--- src/rtl/vote_session_ctrl.sv ---
// Five-voter session sequencer: timed voting window, first-press-wins latching,
// one-cycle tally, then a fixed display hold. All outputs come from registers.
module vote_session_ctrl #(
  parameter int WINDOW_CYC = 1000,
  parameter int SHOW_CYC   = 500,
  parameter int CNT_W      = 16
) (
  input  logic             clk,
  input  logic             rst_n,
  input  logic             start,
  input  logic             abort,
  input  logic [4:0]       vote_yes,
  input  logic [4:0]       vote_no,
  output logic [4:0]       comps,
  output logic [4:0]       voted,
  output logic [2:0]       yes_cnt,
  output logic             majority,
  output logic             unanimous,
  output logic [1:0]       state_o,
  output logic             result_valid,
  output logic [CNT_W-1:0] time_left
);

  typedef enum logic [1:0] {
    S_IDLE  = 2'd0,
    S_OPEN  = 2'd1,
    S_TALLY = 2'd2,
    S_SHOW  = 2'd3
  } state_t;

  state_t           state_q, state_d;
  logic [CNT_W-1:0] cnt_q, cnt_d;
  logic [4:0]       comps_q, comps_d;
  logic [4:0]       voted_q, voted_d;
  logic [2:0]       yes_cnt_q, yes_cnt_d;
  logic             maj_q, maj_d;
  logic             una_q, una_d;
  logic [4:0]       new_votes;

  function automatic logic [2:0] popcnt5(input logic [4:0] v);
    logic [2:0] c;
    c = 3'd0;
    for (int i = 0; i < 5; i++) c = c + {2'b00, v[i]};
    return c;
  endfunction

  always_ff @(posedge clk or negedge rst_n) begin
    if (!rst_n) begin
      state_q   <= S_IDLE;
      cnt_q     <= '0;
      comps_q   <= '0;
      voted_q   <= '0;
      yes_cnt_q <= '0;
      maj_q     <= 1'b0;
      una_q     <= 1'b0;
    end else begin
      state_q   <= state_d;
      cnt_q     <= cnt_d;
      comps_q   <= comps_d;
      voted_q   <= voted_d;
      yes_cnt_q <= yes_cnt_d;
      maj_q     <= maj_d;
      una_q     <= una_d;
    end
  end

  // Early close looks at voted_d so a final press closes the window that same edge.
  always_comb begin
    state_d = state_q;
    if (abort) begin
      state_d = S_IDLE;
    end else begin
      case (state_q)
        S_IDLE:  if (start) state_d = S_OPEN;
        S_OPEN:  if (voted_d == 5'h1f || cnt_q <= CNT_W'(1)) state_d = S_TALLY;
        S_TALLY: state_d = S_SHOW;
        S_SHOW:  if (cnt_q <= CNT_W'(1)) state_d = S_IDLE;
        default: state_d = S_IDLE;
      endcase
    end
  end

  always_comb begin
    cnt_d     = cnt_q;
    comps_d   = comps_q;
    voted_d   = voted_q;
    yes_cnt_d = yes_cnt_q;
    maj_d     = maj_q;
    una_d     = una_q;
    new_votes = '0;
    if (abort) begin
      cnt_d     = '0;
      comps_d   = '0;
      voted_d   = '0;
      yes_cnt_d = '0;
      maj_d     = 1'b0;
      una_d     = 1'b0;
    end else begin
      case (state_q)
        S_IDLE: begin
          if (start) begin
            cnt_d     = CNT_W'(WINDOW_CYC);
            comps_d   = '0;
            voted_d   = '0;
            yes_cnt_d = '0;
            maj_d     = 1'b0;
            una_d     = 1'b0;
          end
        end
        S_OPEN: begin
          // A simultaneous yes+no press records no.
          new_votes = (vote_yes | vote_no) & ~voted_q;
          voted_d   = voted_q | new_votes;
          comps_d   = (comps_q & ~new_votes) | (new_votes & vote_yes & ~vote_no);
          cnt_d     = (cnt_q != '0) ? cnt_q - CNT_W'(1) : '0;
        end
        S_TALLY: begin
          yes_cnt_d = popcnt5(comps_q);
          maj_d     = (yes_cnt_d >= 3'd3);
          una_d     = (yes_cnt_d == 3'd0) || (yes_cnt_d == 3'd5);
          cnt_d     = CNT_W'(SHOW_CYC);
        end
        S_SHOW: begin
          cnt_d = (cnt_q != '0) ? cnt_q - CNT_W'(1) : '0;
        end
        default: cnt_d = '0;
      endcase
    end
  end

  assign state_o      = state_q;
  assign comps        = comps_q;
  assign voted        = voted_q;
  assign yes_cnt      = yes_cnt_q;
  assign majority     = maj_q;
  assign unanimous    = una_q;
  assign result_valid = (state_q == S_SHOW);
  assign time_left    = (state_q == S_OPEN || state_q == S_SHOW) ? cnt_q : '0;

endmodule

--- config.mk ---
export PLATFORM = sky130hd
export DESIGN_NAME = vote_session_ctrl
export DESIGN_NICKNAME = d
export VERILOG_FILES = /design/src/rtl/vote_session_ctrl.sv
export SDC_FILE = /design/constraint.sdc
export NUM_CORES = 1
export LEC_CHECK = 0
export CORE_MARGIN = 1
export CORE_UTILIZATION = 25
export CTS_CLUSTER_DIAMETER = 150
export DETAILED_ROUTE_END_ITERATION = 12
export GPL_TIMING_DRIVEN = 1
export PLACE_DENSITY = 0.44
export SLEW_MARGIN = 20
export SYNTH_ARGS = -nofsm -noshare
export SYNTH_HDL_FRONTEND = slang
export SYNTH_SLANG_ARGS = --single-unit
--- constraint.sdc ---
create_clock -name clk -period 2.3 [get_ports clk]
set_clock_uncertainty 0.1 [all_clocks]
set_input_delay 0.345 -clock clk [delete_from_list [all_inputs] [get_ports clk]]
set_output_delay 0.345 -clock clk [all_outputs]
set_load 0.02 [all_outputs]
==> impl_metrics.ini, run 1 <==
[floorplan]
initial_core_util_pct = 25.8
floorplan.rows = 33
dieArea_um2 = 8840
die_w_um = 94.0
ios = 48
die_y_um = 94.0
core_um2 = 8220

[sta]
grt_setup_unrepaired = yes
worstMarginPinSlew_ns = 0.567
finalHoldViolCount = 0
fin_crit_ns = 2.19
setup_viol = 0
timing.final.ws_setup_ns = 0.113
final_max_slew_viol_count = 0
slew_headroom_pct = 62.0
timing.fmax_ghz = 0.457
final.period_utilization_pct = 95.1

[synth]
synth_area_per_cell_um2 = 8.75
ys_ff_latch = 33
synth-edff-count = 0
async_flop_share_pct = 100
syn_area_um2 = 2120
ys_seq_area_share_pct = 39.0
yosysWarnings = 0
syn_inst = 242
synth_top_flop_cell = dfrtp_1
synthDistinctLibCells = 48
syn_nets = 267

[final_layout]
fillers = 850
stdcell_area_um2 = 3050
area_growth_pct = 44.1
multiInputGateArea_um2 = 1210
final_cell_mix = clkdlybuf4s50_1, dfrtp_1, buf_4
instances_no_fill = 422
antennaDiodeCount = 0
seqCellArea_um2 = 827
drive_above_1_share_pct = 16.1
mostFrequentLayoutCell = clkdlybuf4s50_1
finalNetCount = 341

[grt]
grt_use_total_pct = 15.0
first_global_vias = 2103
grt_pass1_wl_um = 10300
use_met1_pct = 20.1
overflow = 0
grtUsageMet2_pct = 24.4
grt.busiest_layer = met2
grt_max_degree = 34
antenna_found_initial = 0
met3_usage_pct = 3.16

[setup_path]
r2r_cells = 8
worstPathRequired_ns = 2.37
slowest_delay_ns = 0.50
crit_path_start_kind = flop
crit_slowest_cell = fa_1
rrSetupSlack_ns = 0.11
endpoint = unanimous
cp.arrival_ns = 2.26
r2r_start = comps[3]
cp-startpoint = comps[3]
reg2reg_to = unanimous
crit_family = adder cells
worstPathCellList = inv_1, fa_1, fa_2, inv_1, ha_1, xnor2_1, nor3_1, mux2_2
worst-setup-path-type = flop to flop
crit_fanout = 3
crit_path_frequent_cell = inv_1
path_buf_inv = 2
cp-end-kind = flop
cp.depth = 8

[routing]
wl_um = 6020
post-route-drc-count = 0
first_iter_violations = 62
drt-vias-per-instance = 4.74
vias = 2002
first_pass_iters = 4
ant_nets = 0
routedWlPerCell_um = 14.3

[run]
maxCapViolCount = 0

[placement]
dp_cells = 412
placed_area_um2 = 2880
post-place-ws_ns = 0.0381
dp_hpwl_um = 4450
place_congestion = 0.758
port_buffers = 47

[cts]
cts_max_level = 2
postCtsHoldBufs = 0
clk_pin_slew_ns = 0.08
insertion_delay_ns = 0.29
clock_sinks = 33
cts_buffers = 5
root_buffer = clkbuf_8
cts_buffer_depth = 2
cts_tree = built

[pwr]
powerDensity_nw_per_um2 = 1270
ir_worst_vdd_mv = 0.537
total_leakage_power_nw = 1.30

[status]
status = complete, no violations

[worst_hold_path]
hp-class = input port to async pin
## cells by family after synthesis
| family | after synthesis | share of synthesized area, % |
|---|---|---|
| AND/OR/NAND/NOR | 97 | 25.0 |
| AO/OA/AOI/OAI | 70 | 21.7 |
| flip-flops | 33 | 39.0 |
| buffers and inverters | 27 | 5.08 |
| adder cells (fa/ha/maj) | 11 | 7.21 |
| multiplexers | 3 | 1.54 |
| XOR/XNOR | 1 | 0.414 |
## state kept, by name, indices dropped and copies added, names as in the netlist
signal and flops:
unanimous 1, comps 5, state_o 2, voted 5
yes_cnt 3, cnt_q 16, majority 1
## through the flow
stage	power (W)	TNS [ns]	hold slack [ns]	util [%]
2_1_floorplan	0.00231	0	-0.0506	-
3_3_place_gp	0.00320	0	0.397	35.1
3_5_place_dp	0.00318	0	0.407	35.1
4_1_cts	0.00388	0	0.396	36.7
5_1_grt	0.00420	-0.0290	0.422	37.1
6_report	0.00387	0	0.378	37.1
## worst min path at each step
stage	from	endpoint	slack [ns]	depth (start not counted)
3_3_place_gp	unanimous	unanimous	0.40	1
4_1_cts	rst_n	cnt_q[10]	0.40	2
2_1_floorplan	rst_n	cnt_q[0]	-0.05	0
6_report	rst_n	cnt_q[11]	0.38	2
3_5_place_dp	unanimous	unanimous	0.41	1
5_1_grt	rst_n	cnt_q[11]	0.42	2
## worst reg2reg max path: stages (launching register included)
cell and delay [ns]:
dfrtp_1 0.37, inv_1 0.07, fa_1 0.50, fa_2 0.34, inv_1 0.06, ha_1 0.19
xnor2_1 0.13, nor3_1 0.06, mux2_2 0.25
## final cells by class
cell class	instances	area share (%)
Clock buffer	5	2.26
Clock inverter	3	2.13
Inverter	20	2.46
Multi-Input combinational cell	182	39.7
Sequential cell	33	27.1
Tap cell	105	4.31
Timing Repair Buffer	74	22.1
## metal layers
layer  wire (um)  part of all wire, %
met1        2980                   50
met2        2710                   45
met3         281                  4.7
met4          46                 0.76
met5           0                    0
## power breakdown
group	internal (W)	switching (W)	total (W)
clock	0.000431	0.000236	0.000667
sequential	0.000745	0.000202	0.000947
combinational	0.00104	0.00122	0.00225
## cell usage after synthesis, types with 2 or more instances
cell      count  area share (%)
nand2_1      16             2.8
and2_1       13             3.8
inv_1        19             3.4
or3_1         3            0.89
o21a_1        5             1.8
nand3_1       7             1.7
nor3_1        8             1.9
a21oi_1       9             2.1
a211oi_1      6             2.1
a22o_1        3             1.2
nand2b_1      4             1.2
nor4_2        2             1.2
o41ai_1       4             1.7
o21ai_0      12             2.8
a21o_1        4             1.4
ha_1          9             5.3
clkbuf_1      4            0.71
o22ai_1       2            0.59
and3_1        5             1.5
dfrtp_1      33              39
o21ai_1       9             2.1
nor2b_1       2            0.59
nor2_1       26             4.6
o221ai_1      2            0.83
nand4_1       3            0.89
o211ai_1      2            0.71
buf_2         2            0.47
a31oi_1       6             1.8
fa_1          2             1.9
mux2_2        2             1.1
## timing repair
action                     CTS  global route
buffers inserted             0             2
resized for setup            0             5
setup endpoints to repair    0             3
(Power assumes the default switching activity.)
==> inputs of run 2 (changes only) <==
--- a/config.mk
+++ b/config.mk
@@ -6,11 +6,11 @@
 export NUM_CORES = 1
 export LEC_CHECK = 0
 export CORE_MARGIN = 1
-export CORE_UTILIZATION = 25
+export CORE_UTILIZATION = 45
 export CTS_CLUSTER_DIAMETER = 150
 export DETAILED_ROUTE_END_ITERATION = 12
 export GPL_TIMING_DRIVEN = 1
-export PLACE_DENSITY = 0.44
+export PLACE_DENSITY = 0.73
 export SLEW_MARGIN = 20
 export SYNTH_ARGS = -nofsm -noshare
 export SYNTH_HDL_FRONTEND = slang
==> run 2 against run 1 <==
Compared with the run above: the run now ends with DRC left; sequential share of layout area up 1.6 points; final cell count is 14% lower; register-to-register slack is essentially flat; cell area decreased by 5.7%; sequential cell count unchanged; utilization increased by 28 points; count of clock-buffer cells in the layout is 3 higher; die area shrank 44%; routed wire length down 12%; global-route usage up 7.8 points; critical path depth stayed put; critical path type unchanged; largest power group unchanged.
==> impl_metrics.ini, run 2 (same netlist as run 1, synthesis figures left out) <==
[grt]
grt_pass1_wl_um = 8910
grt_use_total_pct = 22.8
grt_max_degree = 34
overflow = 0
antenna_found_initial = 0
first_global_vias = 1864

[sta]
worstMarginPinSlew_ns = 0.543
grt_setup_unrepaired = yes
finalHoldViolCount = 0
final.period_utilization_pct = 95.0
timing.fmax_ghz = 0.457
slew_headroom_pct = 63.6
fin_crit_ns = 2.19
setup_viol = 0
final_max_slew_viol_count = 0

[setup_path]
slowest_delay_ns = 0.48
rrSetupSlack_ns = 0.11
cp.arrival_ns = 2.24
crit_path_start_kind = flop
worstPathCellList = inv_1, fa_1, fa_2, inv_1, ha_2, nor2b_1, o211ai_1, o21ai_1
cp-startpoint = comps[1]
crit_fanout = 3
r2r_start = comps[1]
reg2reg_to = majority
r2r_cells = 8
cp-end-kind = flop
worst-setup-path-type = flop to flop
crit_path_frequent_cell = inv_1
crit_slowest_cell = fa_1
worstPathRequired_ns = 2.36

[cts]
clk_pin_slew_ns = 0.07
cts_tree = built
insertion_delay_ns = 0.29
clock_sinks = 33
cts_max_level = 2
postCtsHoldBufs = 0
root_buffer = clkbuf_8
cts_buffers = 5
cts_buffer_depth = 2

[routing]
vias = 2047
post-route-drc-count = 4
wl_um = 5300
drt-vias-per-instance = 5.65
first_iter_violations = 117
first_pass_iters = 9
routedWlPerCell_um = 14.6
ant_nets = 0

[pwr]
p_sw_share_pct = 44.8
comb_power_share_pct = 59.9
seq_power_share_pct = 27.2
powerDensity_nw_per_um2 = 1230
pwr-share-clk_pct = 12.9
ir_worst_vdd_mv = 0.685
total_leakage_power_nw = 1.24
power.internal_w = 0.00196
p_sw_w = 0.00159

[status]
status = finished, violations left
violations = DRC

[floorplan]
initial_core_util_pct = 47.6
ios = 48
die_w_um = 70.6
core_um2 = 4440
floorplan.rows = 24
die_y_um = 70.6
dieArea_um2 = 4980

[worst_hold_path]
hp-class = input port to async pin

[final_layout]
area_growth_pct = 35.9
mostFrequentLayoutCell = clkdlybuf4s50_1
drive_above_1_share_pct = 13.5
postLayoutCoreUtil_pct = 64.8
final_cell_mix = clkdlybuf4s50_1, dfrtp_1, nor2_1
top_register = cnt_q
antennaDiodeCount = 0
instances_no_fill = 362
finalNetCount = 334
largest_reg_flops = 16

[run]
maxCapViolCount = 0

[placement]
port_buffers = 47
dp_hpwl_um = 3930
place_congestion = 0.834
dp_cells = 352
-- run 2: cell count changes in the layout (fill, tap and decap cells not counted) --
| cell | change |
|---|---|
| or4_1 | +1 |
| a31oi_2 | +1 |
| clkbuf_1 | +2 |
| clkbuf_8 | +1 |
| ha_2 | +1 |
| a31oi_4 | -1 |
| or4_4 | -1 |
| ha_1 | -1 |
| bufinv_16 | -2 |
| buf_4 | -7 |
| clkinv_2 | -1 |
-- run 2: per-stage QoR --
| step | TNS (ns) | hold WS [ns] | total power, W | setup WS [ns] | area [um^2] |
|---|---|---|---|---|---|
| after global routing | -0.00300 | 0.399 | 0.00383 | -0.00300 | 2880 |
| after detailed placement | 0 | 0.401 | 0.00306 | 0.0125 | 2770 |
| after floorplan | 0 | -0.0506 | 0.00231 | 0.0305 | 2140 |
| final | 0 | 0.361 | 0.00355 | 0.114 | 2880 |
| after global placement | 0 | 0.393 | 0.00302 | 0.0928 | 2770 |
| after CTS | 0 | 0.371 | 0.00353 | 0.0785 | 2860 |
-- run 2: layout make-up --
type,count,area (um^2)
sequential,33,827
fill,382,1570
clock buffer,8,90.1
multi-input combinational,182,1200
inverter,20,75.1
timing repair buffer,67,621
tap,52,65.1
-- run 2: power groups by stage --
stage / clock, W / sequential, W / combinational [W]
floorplan: 0 / 0.000988 / 0.00132
global placement: 0 / 0.000973 / 0.00204
detailed placement: 0 / 0.000978 / 0.00208
CTS: 0.000474 / 0.000967 / 0.00209
global route: 0.000491 / 0.00100 / 0.00234
finish: 0.000459 / 0.000967 / 0.00213
-- run 2: timing repair --
action                     4_1_cts  5_1_grt
setup endpoints to repair        0        3
setup buffers                    0        2
resized for setup                0        4
-- run 2: layer usage --
metal  up-vias  wire, um  GRT usage [%]
li1       1005         -              -
met1       979      2530           33.4
met2        56      2440           34.3
met3         7       246           3.42
met4         0        75           9.11
met5         -         0              0
-- run 2: worst max path at each step --
stage	endpoint	slack, ns	depth (start not counted)
finish	majority	0.11	8
global route	state_o[0]	-0.003	7
CTS	majority	0.08	8
detailed placement	state_o[0]	0.01	6
global placement	state_o[0]	0.09	6
floorplan	state_o[0]	0.03	8
-- run 2: critical path: cells and delay by family (launching register included) --
| kind | cells | cell delay (ns) |
|---|---|---|
| DFF | 1 | 0.38 |
| buffers and inverters | 2 | 0.13 |
| AOI/OAI and AO/OA | 2 | 0.22 |
| adders and majority gates | 3 | 1.09 |
| and+or+nand+nor | 1 | 0.14 |
